**config.mk**
```make
export PLATFORM = sky130hd
export DESIGN_NAME = neuron_integrator_seq
export DESIGN_NICKNAME = d
export VERILOG_FILES = /design/src/rtl/neuron_integrator_seq.sv
export SDC_FILE = /design/constraint.sdc
export NUM_CORES = 1
export LEC_CHECK = 0
export CAP_MARGIN = 15
export CELL_PAD_IN_SITES_DETAIL_PLACEMENT = 1
export CELL_PAD_IN_SITES_GLOBAL_PLACEMENT = 1
export CORE_ASPECT_RATIO = 1.1
export CORE_MARGIN = 3
export CORE_UTILIZATION = 43
export DETAILED_ROUTE_END_ITERATION = 7
export PLACE_DENSITY_LB_ADDON = 0.1
export SLEW_MARGIN = 20
export SYNTH_ARGS = -nofsm -noshare
export SYNTH_HDL_FRONTEND = slang
export SYNTH_SLANG_ARGS = --single-unit
```
**constraint.sdc**
```tcl
create_clock -name clk_i -period 8.65 [get_ports clk_i]
set_clock_uncertainty 0.15 [all_clocks]
set_input_delay 1.73 -clock clk_i [delete_from_list [all_inputs] [get_ports clk_i]]
set_output_delay 1.73 -clock clk_i [all_outputs]
set_load 0.03 [all_outputs]
```
**src/rtl/neuron_integrator_seq.sv**
```systemverilog
// Sequential neuron integrator: streams axon beats for one neuron, accumulates
// type-selected weights, applies leak, fires against threshold and applies the reset mode.
module neuron_integrator_seq #(
   parameter int NUM_AXONS       = 256,
   parameter int LEAK_WIDTH      = 9,
   parameter int WEIGHT_WIDTH    = 9,
   parameter int THRESHOLD_WIDTH = 9,
   parameter int POTENTIAL_WIDTH = 9,
   parameter int NUM_WEIGHTS     = 4,
   parameter int NUM_RESET_MODES = 2,
   localparam int TYPE_W = (NUM_WEIGHTS > 1) ? $clog2(NUM_WEIGHTS) : 1,
   localparam int MODE_W = (NUM_RESET_MODES > 1) ? $clog2(NUM_RESET_MODES) : 1
) (
   input  logic                                  clk_i,
   input  logic                                  rst_i,
   input  logic                                  start_i,
   input  logic signed [POTENTIAL_WIDTH-1:0]     potential_i,
   input  logic signed [LEAK_WIDTH-1:0]          leak_i,
   input  logic        [THRESHOLD_WIDTH-1:0]     threshold_i,
   input  logic        [MODE_W-1:0]              reset_mode_i,
   input  logic        [NUM_WEIGHTS*WEIGHT_WIDTH-1:0] weights_i,
   input  logic                                  axon_valid_i,
   output logic                                  axon_ready_o,
   input  logic                                  axon_in_i,
   input  logic                                  synapses_in_i,
   input  logic        [TYPE_W-1:0]              axon_type_i,
   input  logic                                  axon_last_i,
   output logic                                  busy_o,
   output logic                                  done_o,
   output logic                                  spike_o,
   output logic signed [POTENTIAL_WIDTH-1:0]     potential_o
);

   localparam int CNT_W  = (NUM_AXONS > 1) ? $clog2(NUM_AXONS) : 1;
   localparam int MAX_AW = (WEIGHT_WIDTH > LEAK_WIDTH) ? WEIGHT_WIDTH : LEAK_WIDTH;
   localparam int MAX_BW = (POTENTIAL_WIDTH > THRESHOLD_WIDTH + 1) ? POTENTIAL_WIDTH : THRESHOLD_WIDTH + 1;
   localparam int SUM_W  = ((MAX_AW > MAX_BW) ? MAX_AW : MAX_BW) + 1;

   localparam logic signed [SUM_W-1:0] MAX_S = SUM_W'((2 ** (POTENTIAL_WIDTH - 1)) - 1);
   localparam logic signed [SUM_W-1:0] MIN_S = SUM_W'(-(2 ** (POTENTIAL_WIDTH - 1)));

   typedef enum logic [2:0] {S_IDLE, S_INTEG, S_LEAK, S_FIRE, S_DONE} state_t;

   state_t state, state_next;

   logic signed [POTENTIAL_WIDTH-1:0]       acc;
   logic signed [LEAK_WIDTH-1:0]            leak_q;
   logic        [THRESHOLD_WIDTH-1:0]       thr_q;
   logic        [MODE_W-1:0]                mode_q;
   logic        [NUM_WEIGHTS*WEIGHT_WIDTH-1:0] weights_q;
   logic        [CNT_W-1:0]                 cnt;
   logic                                    fire_q;

   logic signed [WEIGHT_WIDTH-1:0] weight_sel;
   logic signed [SUM_W-1:0]        acc_ext, thr_ext, integ_sum, leak_sum, sub_sum;
   logic                           beat_accept, beat_end, fire;

   function automatic logic signed [POTENTIAL_WIDTH-1:0] sat(input logic signed [SUM_W-1:0] v);
      if (v > MAX_S)
         return {1'b0, {(POTENTIAL_WIDTH-1){1'b1}}};
      else if (v < MIN_S)
         return {1'b1, {(POTENTIAL_WIDTH-1){1'b0}}};
      else
         return v[POTENTIAL_WIDTH-1:0];
   endfunction

   // Types with no matching weight slot select zero.
   always_comb begin
      weight_sel = '0;
      for (int k = 0; k < NUM_WEIGHTS; k++) begin
         if (axon_type_i == TYPE_W'(k))
            weight_sel = weights_q[k*WEIGHT_WIDTH +: WEIGHT_WIDTH];
      end
   end

   always_comb begin
      acc_ext     = SUM_W'(acc);
      thr_ext     = $signed(SUM_W'(thr_q));
      integ_sum   = acc_ext + SUM_W'(weight_sel);
      leak_sum    = acc_ext + SUM_W'(leak_q);
      sub_sum     = acc_ext - thr_ext;
      fire        = (acc_ext >= thr_ext);
      beat_accept = (state == S_INTEG) && axon_valid_i;
      beat_end    = beat_accept && (axon_last_i || (cnt == CNT_W'(NUM_AXONS - 1)));
   end

   always_ff @(posedge clk_i) begin
      if (rst_i)
         state <= S_IDLE;
      else
         state <= state_next;
   end

   always_comb begin
      state_next   = state;
      busy_o       = 1'b1;
      axon_ready_o = 1'b0;
      case (state)
         S_IDLE: begin
            busy_o = 1'b0;
            if (start_i)
               state_next = S_INTEG;
         end
         S_INTEG: begin
            axon_ready_o = 1'b1;
            if (beat_end)
               state_next = S_LEAK;
         end
         S_LEAK:  state_next = S_FIRE;
         S_FIRE:  state_next = S_DONE;
         S_DONE:  state_next = S_IDLE;
         default: begin
            busy_o     = 1'b0;
            state_next = S_IDLE;
         end
      endcase
   end

   // Result registers update while in DONE, so the strobe lands one cycle later.
   always_ff @(posedge clk_i) begin
      if (rst_i) begin
         acc         <= '0;
         leak_q      <= '0;
         thr_q       <= '0;
         mode_q      <= '0;
         weights_q   <= '0;
         cnt         <= '0;
         fire_q      <= 1'b0;
         done_o      <= 1'b0;
         spike_o     <= 1'b0;
         potential_o <= '0;
      end else begin
         done_o  <= 1'b0;
         spike_o <= 1'b0;
         case (state)
            S_IDLE: begin
               if (start_i) begin
                  acc       <= potential_i;
                  leak_q    <= leak_i;
                  thr_q     <= threshold_i;
                  mode_q    <= reset_mode_i;
                  weights_q <= weights_i;
                  cnt       <= '0;
               end
            end
            S_INTEG: begin
               if (beat_accept) begin
                  cnt <= cnt + CNT_W'(1);
                  if (axon_in_i && synapses_in_i)
                     acc <= sat(integ_sum);
               end
            end
            S_LEAK: acc <= sat(leak_sum);
            S_FIRE: begin
               fire_q <= fire;
               if (fire)
                  acc <= (mode_q == MODE_W'(1)) ? sat(sub_sum) : '0;
            end
            S_DONE: begin
               done_o      <= 1'b1;
               spike_o     <= fire_q;
               potential_o <= acc;
            end
            default: ;
         endcase
      end
   end

endmodule

```
* Word-level counts from Yosys, hierarchy flattened
Index checks and enable logic that the tools add are counted.
Cells by class: add/sub/neg operators 4, order comparisons 7, equal/unequal tests 13, muxes and demuxes 25, bitwise logic cells 1, reduce and logical (&&, ||, !) cells 14
Operator list (number):
- $mux 9 | 15
- $pmux 9 s4 | 1
- $add 9x9->10 | 2
- $gt 10x9->1 const B | 2
- $lt 10x9->1 const B | 2
- $mux 8 | 2
- $pmux 8 s2 | 1
- $pmux 3 s4 | 1
- $gt 11x9->1 const B | 1
- $lt 11x9->1 const B | 1
- $sub 9x10->11 | 1
- $ge 9x10->1 | 1
- $add 8x1->8 const B | 1
- $eq 8x8->1 const B | 1
- $ne 2x2->1 const B | 4
- $eq 3x2->1 const B | 2
- $mux 3 | 2
- $reduce_and 5->1 | 1
- $eq 2x2->1 const B | 2
- $reduce_and 2->1 | 2
- $reduce_bool 4->1 | 1
- $reduce_or 4->1 | 1
- $eq 3x1->1 const B | 1
- $eq 3x3->1 const B | 1
- other kinds (11) | 15
Storage, ports and cells: flip-flop bits (word level) 87, bits of input ports 73, output and inout port bits 13, logic and storage cells 75

* Longest topological paths before layout
depth after elaboration 12, depth in mapped cells 13

* Worst setup path before layout
OpenSTA, ideal clock, no wires.
kind input port to flip-flop, start input axon_type_i[0], end register acc[2], arrival time 4822 ps, path slack 3561 ps, cell stages on the path 13, buffers on the path 1, path through clkbuf_1 mux4_2 ha_1 inv_1 fa_1 nor2b_4 o31a_1 a221o_1 or2_4 maj3_2 a21boi_2 o221ai_2 a22o_1
Between the ends: cells in the longest elaborated chain, start to end 12
RTL lines:
- start, declared | RTL line 26 | input logic [TYPE_W-1:0] axon_type_i,
- $logic_not 2->1 | RTL line 71 | if (axon_type_i == TYPE_W'(k))
- $mux 9 (3 in series) | RTL line 71
- $mux 9 (*) | RTL line 71
- $add 9x9->10 (*) | RTL line 79 | integ_sum = acc_ext + SUM_W'(weight_sel);
- $lt 10x9->1 | RTL line 61 | else if (v < MIN_S)
- $mux 9 | RTL line 61
- $mux 9 (*) | RTL line 59 | if (v > MAX_S)
- $mux 9 (*) | RTL line 149 | if (axon_in_i && synapses_in_i)
- $mux 9 (*) | RTL line 147 | if (beat_accept) begin
- $pmux 9 s4 (*) | RTL line 135 | case (state)
- end signal, assigned | RTL line 138 | acc <= potential_i;
- end signal, assigned | RTL line 150 | acc <= sat(integ_sum);
- end signal, assigned | RTL line 153 | S_LEAK: acc <= sat(leak_sum);
- end, declared | RTL line 46 | logic signed [POTENTIAL_WIDTH-1:0] acc;
Every way passes the cells marked *; elsewhere a longest branch is shown, timed or not. The select of a mux whose other input is x is not followed. A chain may end at the register's enable or synchronous reset.

* Worst setup path in the final report
start input axon_type_i[0], end register acc[3]
Same word-level chain as after synthesis.

==> impl_metrics.yaml <==
run_status:
  status: "complete, no violations"
synthesis:
  yosysUniqueCellTypes: 72
  synth-edff-count: 0
  syn_nets: 725
  ys_warn_count: 0
  synth_area_mm2: 0.00501
  syn-mean-instance-area_um2: 8.10
  ys_seq_area_share_pct: 34.8
  ys_async_sr_fraction_pct: 0
  ys.flop_type: "dfxtp_1"
  ys_ff_latch: 87
  synthCells: 618
floorplan:
  rows: 40
  fp.coreArea_mm2: 0.0112
  die-area_mm2: 0.0130
  die_w_um: 109
  num_io_pins: 86
  start_util_pct: 44.9
  die_y_um: 119
timing:
  report.final.slew_viol_count: 0
  finalWorstSetupSlack_ns: 3.26
  rsz0062_at_grt: "false"
  period_needed_ns: 5.39
  max_freq_mhz: 186
  setup_viol: 0
  hold_viol: 0
  tightest_slew_ns: 0.962
  tns_ns: 0
  post-route-period-util_pct: 62.3
  maxSlewHeadroom_pct: 35.6
global_routing:
  antenna_found_initial: 0
  globalRouteOverflowTotal: 0
  first_global_vias: 5023
  grt_max_degree: 75
  gr-usage-all-layers_pct: 24.2
  grt_pass1_wl_um: 24600
worst_hold_path:
  min_from: "thr_q[1]"
  hold_path_class: "flip-flop to flip-flop"
finish:
  final_util_pct: 55.7
  diodes: 0
  area_growth_pct: 24.2
  layout-drive-gt1-share_pct: 7.09
  multi_input_area_mm2: 0.00308
  layout.nets: 793
  stdcell_count: 838
  fillCellCount: 1360
  regArea_mm2: 0.00174
setup_path:
  crit_arrival_ns: 5.44
  path_delay_family: "compound AO/OA/AOI/OAI gates"
  path_cells: "clkdlybuf4s50_1, mux4_2, ha_1, inv_1, fa_1, nor2b_4, o31a_1, a221o_1, or2_4, nand3_1, nand3_1, a211oi_1, o21ai_0"
  start_kind: "primary input"
  rrSetupSlack_ns: 5.04
  cp.buffers_inverters: 2
  crit_fanout: 9
  critical_path_class: "primary input to flip-flop"
  cp_slowest_cell: "clkdlybuf4s50_1"
  r2r-start: "acc[8]"
  crit_start: "axon_type_i[0]"
  cp_common_cell: "nand3_1"
  end_kind: "flip-flop"
  max_stage_delay_ns: 0.86
  critical_path_required_ns: 8.71
placement:
  preCtsSetupSlack_ns: 2.92
  place_congestion: 0.926
  dp_cells: 822
  port-buffer-count: 85
  hpwl_um: 11700
cts:
  cts_resized: 0
  clockRootBuffer: "clkbuf_16"
  numCtsBuffers: 9
  clk_latency_ns: 0.35
  clk_pin_slew_worst_paths_ns: 0.07
  cts_num_sinks: 87
  cts_hold_buf: 0
  clock_tree.buffer_depth: 2
  htreeDepth: 3
  cts_tree: "built"
  post-cts-setup-buffer-count: 0
detailed_routing:
  drc: 0
  first_iter_violations: 230
  wl_met1_um: 6450
  routedWlPerCell_um: 18.4
  top_layer_used: "met4"
  dr_wl_met3_um: 719
  dr_total_vias: 4702
  first_pass_iters: 4
  totalWireLength_um: 15400
  drtAntennaViolNets: 0
  via_per_inst: 5.61
  wl_met2_um: 7840
pwr:
  peakVddDrop_mv: 0.0952
  leakagePower_uw: 0.00236
  report.power.total_uw: 1190
  power_density_mw_per_mm2: 191
flow_run:
  maxCapViolCount: 0
[worst min-delay path, stage by stage (launching register included)]
cell,delay (ns)
dfxtp_1,0.31
nand2_1,0.05
a21oi_1,0.05
[flip-flops by register name, indices dropped and copies added, names as in the netlist]
name         count
acc              9
cnt              8
done_o           1
fire_q           1
leak_q           9
mode_q           1
potential_o      9
spike_o          1
state            3
thr_q            9
weights_q       36
[path summary, 6_finish.rpt]
check	depth (start not counted)	endpoint
hold / removal	2	thr_q[1]
hold reg to reg	2	thr_q[1]
setup reg to reg	9	acc[3]
setup / recovery	13	acc[3]
[layer usage]
layer	vias to the layer above	track usage, %
li1	2301	-
met1	2262	28.3
met2	111	42.8
met3	28	3.90
met4	0	10.3
met5	-	0
[cells in the mapped netlist, types with 3 or more instances]
cell type	instances	area, um2
o211ai_1	3	22.5
clkbuf_1	27	101
nor3_1	6	30.0
a31oi_1	3	18.8
a211oi_1	6	45.0
o31ai_1	4	30.0
nor2_1	31	116
fa_1	3	60.1
o21ai_0	20	100
nor2b_1	3	18.8
o21a_1	3	22.5
inv_1	20	75.1
mux4_2	9	203
and2_1	4	25.0
ha_1	31	388
o22ai_1	4	25.0
or3_1	4	25.0
a21oi_1	87	435
a21o_1	8	60.1
dfxtp_1	87	1740
xor2_1	12	105
o21ai_1	4	20.0
o21bai_1	3	22.5
nand2_1	149	559
nand3_1	9	45.0
xnor2_1	13	114
nand4_1	3	18.8
nand2b_1	5	31.3
[cell usage in the layout (no fill, tap or decap), types with 3 or more instances in the layout]
cell	count
a21oi_1	87
clkbuf_16	9
o31ai_1	4
o21a_1	3
clkdlybuf4s50_1	84
nand4_1	3
nor2_1	31
or3_1	4
buf_4	3
fa_1	3
o211ai_1	3
a31oi_1	3
xnor2_1	13
nor2b_1	3
inv_1	20
a211oi_1	6
o21ai_1	4
ha_1	31
nand2_1	149
clkinvlp_4	3
xor2_1	12
nand2b_1	5
o21bai_1	3
nor3_1	6
mux4_2	9
o22ai_1	4
a21o_1	8
dfxtp_1	87
nand3_1	9
o21ai_0	20
and2_1	4
[cells by family after synthesis]
logic type      synth area share, %
compound gates                 22.4
xor+xnor                       4.70
fa+ha+maj                      9.17
buf+inv                        3.92
flops                          34.8
mux                            4.05
simple gates                   21.0
[cell type report]
type                            count  share of cell area, %
Clock buffer                       10                   3.68
Tap cell                          147                   2.96
Sequential cell                    87                   28.0
Timing Repair Buffer               88                   14.0
Multi-Input combinational cell    480                   49.5
Inverter                           20                   1.21
Clock inverter                      6                  0.724
[metrics by stage]
step	instance area [um2]	hold slack, ns
floorplan	5010	0.281
global placement	5950	0.292
detailed placement	5950	0.302
CTS	6220	0.311
global route	6220	0.330
finish	6220	0.308
[where the power goes]
| group | total (uW) | switching (uW) | internal, uW |
|---|---|---|---|
| logic | 360 | 204 | 156 |
| registers | 457 | 32.5 | 425 |
| clock network | 369 | 172 | 196 |
Power figures use the tool's default switching activity.
